<file path="src/rtl/cpu_pkg.sv">
// Shared CPU front-end types: default datapath widths and the fetch-queue entry payload.
package cpu_pkg;

   localparam int unsigned PC_W    = 32;
   localparam int unsigned INSTR_W = 32;

   typedef struct packed {
      logic [INSTR_W-1:0] instr;
      logic [PC_W-1:0]    pc_plus1;
   } fq_entry_t;

endpackage

</file>
<file path="src/rtl/sync_fifo.sv">
// Synchronous FIFO over an arbitrary packed entry type, with a single-cycle flush.
module sync_fifo
   import cpu_pkg::*;
#(
   parameter type         T     = fq_entry_t,
   parameter int unsigned DEPTH = 4,
   localparam int unsigned AW   = (DEPTH > 1) ? $clog2(DEPTH) : 1,
   localparam int unsigned CW   = $clog2(DEPTH + 1)
) (
   input  logic          clk,
   input  logic          reset,
   input  logic          flush,
   input  logic          push,
   input  T              push_data,
   input  logic          pop,
   output T              head,
   output logic [CW-1:0] count
);

   logic [AW-1:0] rd_ptr;
   logic [AW-1:0] wr_ptr;
   T              mem [DEPTH];

   // Storage is cleared on reset so the head reads as zero while idle.
   always_ff @(posedge clk or negedge reset) begin
      if (!reset) begin
         rd_ptr <= '0;
         wr_ptr <= '0;
         count  <= '0;
         for (int i = 0; i < int'(DEPTH); i++) begin
            mem[i] <= '0;
         end
      end else if (flush) begin
         rd_ptr <= '0;
         wr_ptr <= '0;
         count  <= '0;
      end else begin
         if (push) begin
            mem[wr_ptr] <= push_data;
            wr_ptr      <= wr_ptr + AW'(1);
         end
         if (pop) begin
            rd_ptr <= rd_ptr + AW'(1);
         end
         if (push && !pop) begin
            count <= count + CW'(1);
         end else if (pop && !push) begin
            count <= count - CW'(1);
         end
      end
   end

   assign head = mem[rd_ptr];

   a_no_overflow: assert property (@(posedge clk) disable iff (!reset)
      !(push && !pop && !flush && (count == CW'(DEPTH))));

   a_no_underflow: assert property (@(posedge clk) disable iff (!reset)
      !(pop && !flush && (count == '0)));

endmodule

</file>
<file path="src/rtl/fetch_queue.sv">
// Instruction fetch front end: owns the fetch PC, issues 1-cycle-latency reads and
// buffers returned instructions for decode; a taken branch flushes and redirects.
module fetch_queue #(
   parameter int unsigned     PC_W     = cpu_pkg::PC_W,
   parameter int unsigned     INSTR_W  = cpu_pkg::INSTR_W,
   parameter int unsigned     DEPTH    = 4,
   parameter logic [PC_W-1:0] RESET_PC = '0
) (
   input  logic                       clk,
   input  logic                       reset,
   input  logic                       pc_src_i,
   input  logic [PC_W-1:0]            pc_branch_i,
   output logic                       imem_req_o,
   output logic [PC_W-1:0]            imem_addr_o,
   input  logic [INSTR_W-1:0]         imem_rdata_i,
   output logic [INSTR_W-1:0]         instr_o,
   output logic [PC_W-1:0]            pc_plus1_o,
   output logic                       valid_o,
   input  logic                       ready_i,
   output logic [$clog2(DEPTH+1)-1:0] count_o
);

   localparam int unsigned CW = $clog2(DEPTH + 1);
   localparam int unsigned SW = CW + 1;

   typedef struct packed {
      logic [INSTR_W-1:0] instr;
      logic [PC_W-1:0]    pc_plus1;
   } entry_t;

   logic [PC_W-1:0] fetch_pc;
   logic [PC_W-1:0] inflight_pc;
   logic            inflight;
   logic            kill;
   logic            req;
   logic            enq;
   logic            deq;
   logic [CW-1:0]   count;
   entry_t          enq_data;
   entry_t          head;

   // Credit check counts the outstanding read but not a same-cycle dequeue.
   assign req = reset & ~pc_src_i & ((SW'(count) + SW'(inflight)) < SW'(DEPTH));
   assign enq = inflight & ~kill & ~pc_src_i;
   assign deq = valid_o & ready_i;

   assign enq_data.instr    = imem_rdata_i;
   assign enq_data.pc_plus1 = inflight_pc + PC_W'(1);

   always_ff @(posedge clk or negedge reset) begin
      if (!reset) begin
         fetch_pc    <= RESET_PC;
         inflight_pc <= '0;
         inflight    <= 1'b0;
         kill        <= 1'b0;
      end else begin
         kill     <= pc_src_i & inflight;
         inflight <= req;
         if (req) begin
            inflight_pc <= fetch_pc;
         end
         if (pc_src_i) begin
            fetch_pc <= pc_branch_i;
         end else if (req) begin
            fetch_pc <= fetch_pc + PC_W'(1);
         end
      end
   end

   sync_fifo #(
      .T     (entry_t),
      .DEPTH (DEPTH)
   ) u_fifo (
      .clk       (clk),
      .reset     (reset),
      .flush     (pc_src_i),
      .push      (enq),
      .push_data (enq_data),
      .pop       (deq),
      .head      (head),
      .count     (count)
   );

   assign imem_req_o  = req;
   assign imem_addr_o = fetch_pc;
   assign valid_o     = (count != '0) & ~pc_src_i;
   assign instr_o     = head.instr;
   assign pc_plus1_o  = head.pc_plus1;
   assign count_o     = count;

endmodule

</file>
<file path="config.mk">
export PLATFORM = sky130hd
export DESIGN_NAME = fetch_queue
export DESIGN_NICKNAME = d
export VERILOG_FILES = /design/src/rtl/cpu_pkg.sv /design/src/rtl/sync_fifo.sv /design/src/rtl/fetch_queue.sv
export SDC_FILE = /design/constraint.sdc
export NUM_CORES = 1
export LEC_CHECK = 0
export CAP_MARGIN = 25
export CORE_MARGIN = 8
export CORE_UTILIZATION = 40
export DETAILED_ROUTE_END_ITERATION = 16
export SYNTH_ARGS = -nofsm -noshare
export SYNTH_HDL_FRONTEND = slang
export SYNTH_HIERARCHICAL = 1
export SYNTH_SLANG_ARGS = --single-unit
export TNS_END_PERCENT = 5
</file>
<file path="constraint.sdc">
create_clock -name clk -period 2.9 [get_ports clk]
set_input_delay 0.435 -clock clk [delete_from_list [all_inputs] [get_ports clk]]
set_output_delay 0.435 -clock clk [all_outputs]
set_load 0.01 [all_outputs]
</file>
### Yosys cells after proc, flatten, opt, wreduce, memory -nomap -nowiden

Cells that the tools add are included.

| operators by class | value |
|---|---|
| add/subtract/negate cells | 7 |
| order comparisons | 4 |
| muxes and demuxes | 15 |
| bitwise gates (word level) | 11 |
| reductions and logical operators | 11 |

Operator list:

| kind | number |
|---|---|
| $bwmux W256 | 1 |
| $mux W64 | 3 |
| $bmux W64 S2 | 1 |
| $demux W64 S2 | 1 |
| $add A32 B1 Y32 const B | 2 |
| $mux W32 | 2 |
| $mux W3 | 3 |
| $mux W2 | 4 |
| $and A1 B1 Y1 | 7 |
| $ge A3 B3 Y1 const B | 2 |
| $not A2 Y3 | 2 |
| $reduce_bool A2 Y1 | 3 |
| $reduce_bool A3 Y1 | 2 |
| $add A2 B1 Y2 const B | 2 |
| $add A3 B1 Y4 | 1 |
| $lt A4 B3 Y1 const B | 1 |
| $add A3 B1 Y3 const B | 1 |
| $logic_and A1 B1 Y1 | 3 |
| $lt A3 B1 Y1 const B | 1 |
| $sub A3 B1 Y3 const B | 1 |
| $logic_not A1 Y1 | 2 |
| $not A1 Y1 | 2 |
| $reduce_and A2 Y1 | 1 |

| storage, ports and cells | value |
|---|---|
| register bits after elaboration | 329 |
| word-level logic and storage cells | 63 |

### Logic depth before layout (Yosys ltp)

Gate-level depths: netlist of run 1.

| depth | value |
|---|---|
| depth in word-level cells | 8 |
| mapped depth | 9 |
| mapped depth without buffers | 9 |

### Cells and area by module

The synthesis of run 1 kept the hierarchy.

Modules (own cells, without submodules):

| module | instances | cells an instance | area an instance (sq um) |
|---|---|---|---|
| sync_fifo | 1 | 657 | 12,694.7 |
| fetch_queue | 1 | 449 | 3,789.9 |

### Least setup slack after synthesis of run 1

Ideal clock, no wire load.

| path | value |
|---|---|
| path kind | input to register |
| start point | input pc_src_i |
| end point | register u_fifo/mem[10] in the netlist's numbering |
| setup time | 0.125 ns |
| data arrival time | 2.253 ns |
| data required time | 2.775 ns |
| setup slack | 0.522 ns |
| cell stages on the path | 8 |
| cell sequence | clkbuf_1 > clkbuf_1 > nor3b_1 > nor2b_4 > buf_12 > nand2_8 > buf_12 > mux2_4 |

| between the ends | value |
|---|---|
| cells in the longest elaborated chain, start to end | 3 |

Ends and longest elaborated chain:

| item | RTL line | text |
|---|---|---|
| start: declaration | fetch_queue.sv:11 | `input logic pc_src_i,` |
| $not A1 Y1 (no source line) | -- |  |
| $and A1 B1 Y1 | fetch_queue.sv:44 | `assign enq = inflight & ~kill & ~pc_src_i;` |
| net enq | fetch_queue.sv:36 | `logic enq;` |
| $reduce_and A2 Y1 (no source line) | -- |  |
| end signal: indexed assignment | sync_fifo.sv:39 | `mem[wr_ptr] <= push_data;` |
| end: declaration | sync_fifo.sv:22 | `T mem [DEPTH];` |

The timed path passes the listed nets, and every way through them passes these cells.
A chain may end at the register's enable or synchronous reset.

### Worst setup path after layout of run 1

| path | value |
|---|---|
| start point | register u_fifo.rd_ptr[0] |
| end point | output instr_o[1] |

| between the ends | value |
|---|---|
| cells in the longest elaborated chain, start to end | 4 |

Ends and longest elaborated chain:

| item | RTL line | text |
|---|---|---|
| start: declaration | sync_fifo.sv:20 | `logic [AW-1:0] rd_ptr;` |
| start signal: assignment | sync_fifo.sv:43 | `rd_ptr <= rd_ptr + AW'(1);` |
| $not A2 Y3 (not written as such) | sync_fifo.sv:53 | `assign head = mem[rd_ptr];` |
| $bmux W64 S2 | sync_fifo.sv:53 |  |
| $mux W64 (not written as such) (2 in series) | sync_fifo.sv:53 |  |
| end: declaration | fetch_queue.sv:16 | `output logic [INSTR_W-1:0] instr_o,` |

Every way passes these cells. The select of a mux whose other input is x is not followed.

==> metrics, run 1 <==
Max FO, Critical Path=23; Routed Wire Length=between 30 and 40 mm; Critical Path AT=2380 ps; CTS tree=done; reg2reg path depth=5; dpl hpwl=approximately 24 mm; Worst Hold Class=primary input to register; synthesis-stage register bit count=between 300 and 400; critical path endpoint category=output pin; worst setup path class=register to output pin; clock skew=14.2 ps; largest net degree at the start of global routing=about 140; ANT nets after route=0; fin. max-slew vios=0; area added between synthesis and finish=20.8%; TritonCTS buffer count=39; Post-synth top flop=dfrtp_1; unrepaired setup endpoints after global routing=false; Ports=169; # port buffers=168; Synth cell types=51; setup tns final=0 ps; CORE AREA=40700 um2; DP Worst Slack=425 ps; Syn Area/Cell=14.9 um2; die area=approximately 48000 um2; worst setup margin=between 80 and 90 ps; FILL cells=3544; worst skew pair latency=550 ps; synthesized area=16500 um2; Max Cap Viol=0; Startpoint Class=register; Sink Count=329; Root Buffer Master=clkbuf_16; Final setup viols=0; ant diodes=0; drt wl/cell=20.8 um; layout cells sized above 1=32.4%; syn nets=1182; period utilization=97.1%; commonest non-fill, non-tap cells in the layout=dfrtp_1, mux2_4, nand2_1; vias=approximately 9700; vias in the first global route=10430; Synth async-reset ratio=100%; antenna violations before repair=0; Final Critical Period=about 2800 ps; Initial Util=40.5%; sequential area share after synthesis=49.9%; Slew HR=43.3%; pwr/cell area=716 nW/um2; maximum clock frequency=355 MHz; Hold Path Depth=2; Pre-Repair DR Iteration Count=5; Synthesis Warnings=6; DR DRC count=0; hold_ws=241 ps; worst vdd ir=0.439 mV; first-pass GRT wire length=approximately 62 mm; Cells after Synth=1106; final net count=around 1400; gr ovfl total=0; Row Count=74; starting DRC count in detailed routing=549; Die W=approximately 220 um; routed vias/inst=5.22; clk buf depth=3; gpl congestion=0.865; H-tree depth=2; Slew @ Worst Pin=851 ps; gr usage total=16.2%; Req. time, crit path=between 2000 and 2500 ps; outcome=completed; Post-synth EDFFs=0; most common cell after layout, fill and taps aside=dfrtp_1; Worst-path clk slew=60 ps; LEAKAGE=9.80 nW; Die Y=about 220 um; Hold Vio Cnt, Final=0
kinds of logic after synthesis:
kind of cell               after synthesis  synth area share, %
DFF                                    329                 49.9
muxes                                  328                 32.2
and+or+nand+nor                        276                 8.49
buffers and inverters                   70                 4.27
AOI/OAI and AO/OA                       58                 2.49
xor gates and xnor gates                37                 1.97
adders and majority gates                8                0.653
synthesized netlist by cell type (2+ instances only):
cell	n	area (um2)
dfrtp_1	329	8230
a221o_1	12	120
a22oi_1	3	22.5
o211ai_1	4	30.0
or3_1	3	18.8
nor4_4	2	42.5
and4_1	4	35.0
nor4_1	6	37.5
nor3b_1	4	30.0
buf_4	4	30.0
buf_1	6	22.5
and2_1	5	31.3
nand2_1	132	495
a31oi_1	4	25.0
mux2_2	16	180
and3_1	3	18.8
mux4_2	64	1440
nand3_1	36	180
nor2_1	33	124
nand4_1	17	106
mux2_4	240	3600
a21oi_1	5	25.0
nor2b_1	5	31.3
xnor2_1	27	236
clkbuf_1	13	48.8
buf_12	25	500
inv_1	10	37.5
o21ai_0	19	95.1
xor2_1	10	87.6
mux2i_1	8	80.1
nor3_1	6	30.0
o311ai_0	6	52.6
nand3b_1	4	30.0
nand2_8	4	80.1
ha_1	7	87.6
nand2b_1	6	37.5
buf_2	10	50.1
worst max-delay path, stage by stage (launching register included):
cell and delay (ps):
dfrtp_4 530, buf_16 250, mux4_2 540, clkdlybuf4s50_1 500
cell type report:
cell class / count / area [um2] / share of cell area, %
repair buffers: 199 / 2140 / 10.8
inverters: 11 / 41.3 / 0.207
well taps: 532 / 666 / 3.34
multi-input cells: 707 / 7550 / 37.9
clock inverters: 15 / 149 / 0.748
clock buffers: 55 / 1130 / 5.66
flip-flops and latches: 329 / 8240 / 41.4
where the power goes:
part	leakage, nW	switching [mW]	internal (mW)
Clock	0.634	1.96	2.90
Sequential	4.36	0.556	5.28
Combinational	4.81	1.44	2.12
Total	9.80	3.95	10.3
state kept, by name, indices dropped and copies added, names as in the netlist:
signal	flops
inflight_pc	32
inflight	1
kill	1
imem_addr_o	32
u_fifo/rd_ptr	2
u_fifo/mem	256
u_fifo/wr_ptr	2
u_fifo/count	3
path summary, 6_finish.rpt:
kind	slack, ps	startpoint	endpoint
setup / recovery	80	u_fifo/rd_ptr[0]$_DFFE_PN0P_	instr_o[1]
hold / removal	240	pc_src_i	u_fifo/rd_ptr[1]$_DFFE_PN0P_
setup reg to reg	680	imem_addr_o[16]$_DFFE_PN0P_	imem_addr_o[28]$_DFFE_PN0P_
hold reg to reg	500	u_fifo/mem[17]$_DFFE_PN0P_	u_fifo/mem[17]$_DFFE_PN0P_
max in group asynchronous	1460	reset	u_fifo/mem[44]$_DFFE_PN0P_
min in group asynchronous	330	reset	u_fifo/mem[90]$_DFFE_PN0P_
through the flow:
| stage | power (mW) | cells | util (%) | cell area [um2] |
|---|---|---|---|---|
| 3_3_place_gp | 9.56 | 1774 | 45.5 | 18500 |
| 5_1_grt | 15.0 | 1848 | 48.9 | 19900 |
| 4_1_cts | 14.5 | 1847 | 48.7 | 19800 |
| 3_5_place_dp | 9.63 | 1775 | 45.5 | 18500 |
| 6_report | 14.3 | 1848 | 48.9 | 19900 |
| 2_1_floorplan | 7.86 | 1106 | - | 16500 |
repair_timing:
item / CTS / global route
pin swaps: 0 / 0
gates resized for setup: 22 / 22
hold endpoints to repair: 22 / 0
endpoints found under the setup margin: 43 / 22
cloned: 1 / 0
buffers inserted: 0 / 0
hold buffers: 1 / 0
routing by layer:
layer  routed length (um)  track usage [%]  vias up
met3                 2320             3.98       46
li1                     -                -     4391
met1                18500             23.3     4968
met5                    0                0        -
met2                16900             24.2      250
met4                  701             4.29        0
Note: power is estimated with default switching activity, not from simulation.
==> inputs of run 2 (changes only) <==
--- a/config.mk
+++ b/config.mk
@@ -9,6 +9,7 @@
 export CORE_MARGIN = 8
 export CORE_UTILIZATION = 40
 export DETAILED_ROUTE_END_ITERATION = 16
+export SLEW_MARGIN = 0
 export SYNTH_ARGS = -nofsm -noshare
 export SYNTH_HDL_FRONTEND = slang
 export SYNTH_HIERARCHICAL = 1
==> results of run 2 <==
Same layout as run 1: the final DEF is identical, and so are final timing and power.
==> inputs of run 3 (changes only) <==
--- a/config.mk
+++ b/config.mk
@@ -7,8 +7,9 @@
 export LEC_CHECK = 0
 export CAP_MARGIN = 25
 export CORE_MARGIN = 8
-export CORE_UTILIZATION = 40
+export CORE_UTILIZATION = 45
 export DETAILED_ROUTE_END_ITERATION = 16
+export PLACE_DENSITY = 0.66
 export SLEW_MARGIN = 0
 export SYNTH_ARGS = -nofsm -noshare
 export SYNTH_HDL_FRONTEND = slang
==> run 3 against run 2 <==
Net effect: flip-flop and latch count unchanged; via count is 1.1% higher; power up 0.46%; global-route usage grew 1.7 points; first-iteration DRC count up 3.1%; combinational power grew 4%; critical endpoint is now pc_plus1_o[0].
==> metrics, run 3 (same netlist as run 1, synthesis figures left out) <==
gr ovfl total=0 (unchanged); Critical Path AT=2370 ps (about the same); outcome=completed; critical path endpoint category=output pin; starting DRC count in detailed routing=566 (+3.1%); reg2reg path depth=7 (+2); CTS tree=done; period utilization=96.8% (-0.27 points); met1 wire length=18.4 mm (-0.31%); pwr/cell area=723 nW/um2 (+0.98%); Worst path max stage delay=570 ps (+30 ps); Sink Count=329 (unchanged); met2 WL=16.9 mm (-0.30%); Startpoint Class=register; Final Critical Period=2810 ps (-7.79 ps); final net count=1370 (+0.51%); Slew @ Worst Pin=1020 ps (+169 ps); ANT nets after route=0 (unchanged); FF+latch area=8240 um2 (unchanged); Req. time, crit path=2470 ps (about the same); Die W=207 um (-5.3%); gpl congestion=0.809 (-6.4%); die area=43000 um2 (-10%); Worst-path clk slew=60 ps (about the same); most common cell after layout, fill and taps aside=dfrtp_1; Root Buffer Master=clkbuf_16; FILL cells=2939 (-17%); Worst Hold Class=primary input to asynchronous set/reset pin; crit path launch=u_fifo/rd_ptr[0]$_DFFE_PN0P_; multi-input logic area=7550 um2 (unchanged); clock skew=25.3 ps (+11.1 ps); maximum clock frequency=356 MHz (+0.28%); CORE AREA=36300 um2 (-11%); final core occ=54.5% (+5.6 points); Initial Util=45.4% (+4.9 points); layout cells sized above 1=32.7% (+0.23 points); largest reg by FF count=u_fifo/mem; top routing layer used=met4; Max FO, Critical Path=15 (-35%); setup tns final=0 ps (unchanged); LEAKAGE=9.51 nW (-3.0%); worst vdd ir=0.367 mV (-16%); Routed Wire Length=38.0 mm (-1.2%); vias=9760 (+1.1%); slowest CP cell=mux4_2; worst skew pair latency=540 ps (about the same); worst path cell trace=buf_12 > mux4_2 > clkdlybuf4s50_1; clk buf depth=3 (unchanged); hold_ws=64.3 ps (-177 ps); metal3 WL=2.09 mm (-9.9%); gr usage total=17.9% (+1.7 points); # port buffers=168 (unchanged); TritonCTS buffer count=37 (-5.1%); dpl hpwl=24.5 mm (+0.83%); drt wl/cell=21.3 um (+2.2%); Ports=169 (unchanged); Die Y=207 um (-5.3%); vias in the first global route=10630 (+1.9%); Final setup viols=0 (unchanged); antenna violations before repair=0 (unchanged); first-pass GRT wire length=62.3 mm (+0.46%); Max Cap Viol=0 (unchanged); R2R Path Start=inflight_pc[14]$_DFFE_PN0P_; worst setup path class=register to output pin; ant diodes=0 (unchanged); H-tree depth=2 (unchanged); unrepaired setup endpoints after global routing=false; Pre-Repair DR Iteration Count=5 (unchanged); DR DRC count=0 (unchanged); Slew HR=31.8% (-11 points); largest net degree at the start of global routing=173 (+26%); hold_buf cts=0 (-1); fin. max-slew vios=0 (unchanged); Power Total=14.3 mW (+0.46%); Row Count=70 (-5.4%); commonest non-fill, non-tap cells in the layout=dfrtp_1, mux2_4, clkdlybuf4s50_1; area added between synthesis and finish=20.2%; max reg flops=256 (unchanged); routed vias/inst=5.46 (+4.5%); Hold Vio Cnt, Final=0 (unchanged)
==> run 3: changes by cell type in the layout (fill, tap and decap cells not counted), sizes merged <==
cell and delta:
dlymetal6s2s -20, buf +10, clkdlybuf4s50 +39, clkinv -7, bufinv +1, dlygate4sd3 -1, dlygate4sd2 -19, clkinvlp +1
inv -1
==> run 3: area by class of cell <==
| cell class | instances | area share (%) |
|---|---|---|
| flip-flops and latches | 329 | 41.6 |
| repair buffers | 208 | 10.9 |
| well taps | 468 | 2.96 |
| multi-input cells | 707 | 38.1 |
| clock buffers | 55 | 5.63 |
| inverters | 11 | 0.208 |
| clock inverters | 9 | 0.651 |
==> run 3: routing by layer <==
| metal | GRT usage (%) | vias up |
|---|---|---|
| li1 | - | 4400 |
| met1 | 26.2 | 5082 |
| met2 | 26.4 | 238 |
| met3 | 4.39 | 40 |
| met4 | 4.44 | 0 |
| met5 | 0 | - |
==> run 3: path summary, 6_finish.rpt <==
path                                           endpoint  slack (ps)
max                                       pc_plus1_o[0]          90
max reg2reg                  u_fifo/mem[31]$_DFFE_PN0P_         640
min reg2reg                  u_fifo/mem[98]$_DFFE_PN0P_         500
min                          u_fifo/mem[93]$_DFFE_PN0P_          60
max in group asynchronous   inflight_pc[25]$_DFFE_PN0P_        1790
min in group clk           u_fifo/rd_ptr[1]$_DFFE_PN0P_         230
==> run 3: worst max-delay path, delay by kind of cell, from the launching register on <==
kind	cells	cell delay, ps
buf+inv	2	730
mux	1	570
flops	1	530
==> run 3: where the power goes <==
part / switching [mW] / internal, mW / total [mW] / leakage (nW)
clock network: 1.85 / 2.93 / 4.78 / 0.607
logic: 1.46 / 2.25 / 3.71 / 4.54
registers: 0.561 / 5.28 / 5.84 / 4.36
total: 3.87 / 10.5 / 14.3 / 9.51
==> run 3: metrics by stage <==
stage               setup WS, ps  cell area [um2]  instances
floorplan                    522            16500       1106
global placement             456            18500       1719
detailed placement           431            18500       1719
CTS                         8.46            19800       1786
global route               0.443            19800       1787
finish                      92.1            19800       1787
==> run 3: repair_timing <==
item / in CTS / in global routing
resized for setup: 0 / 2
pin swaps: 0 / 0
endpoints found under the setup margin: 55 / 4
buffers inserted: 3 / 1
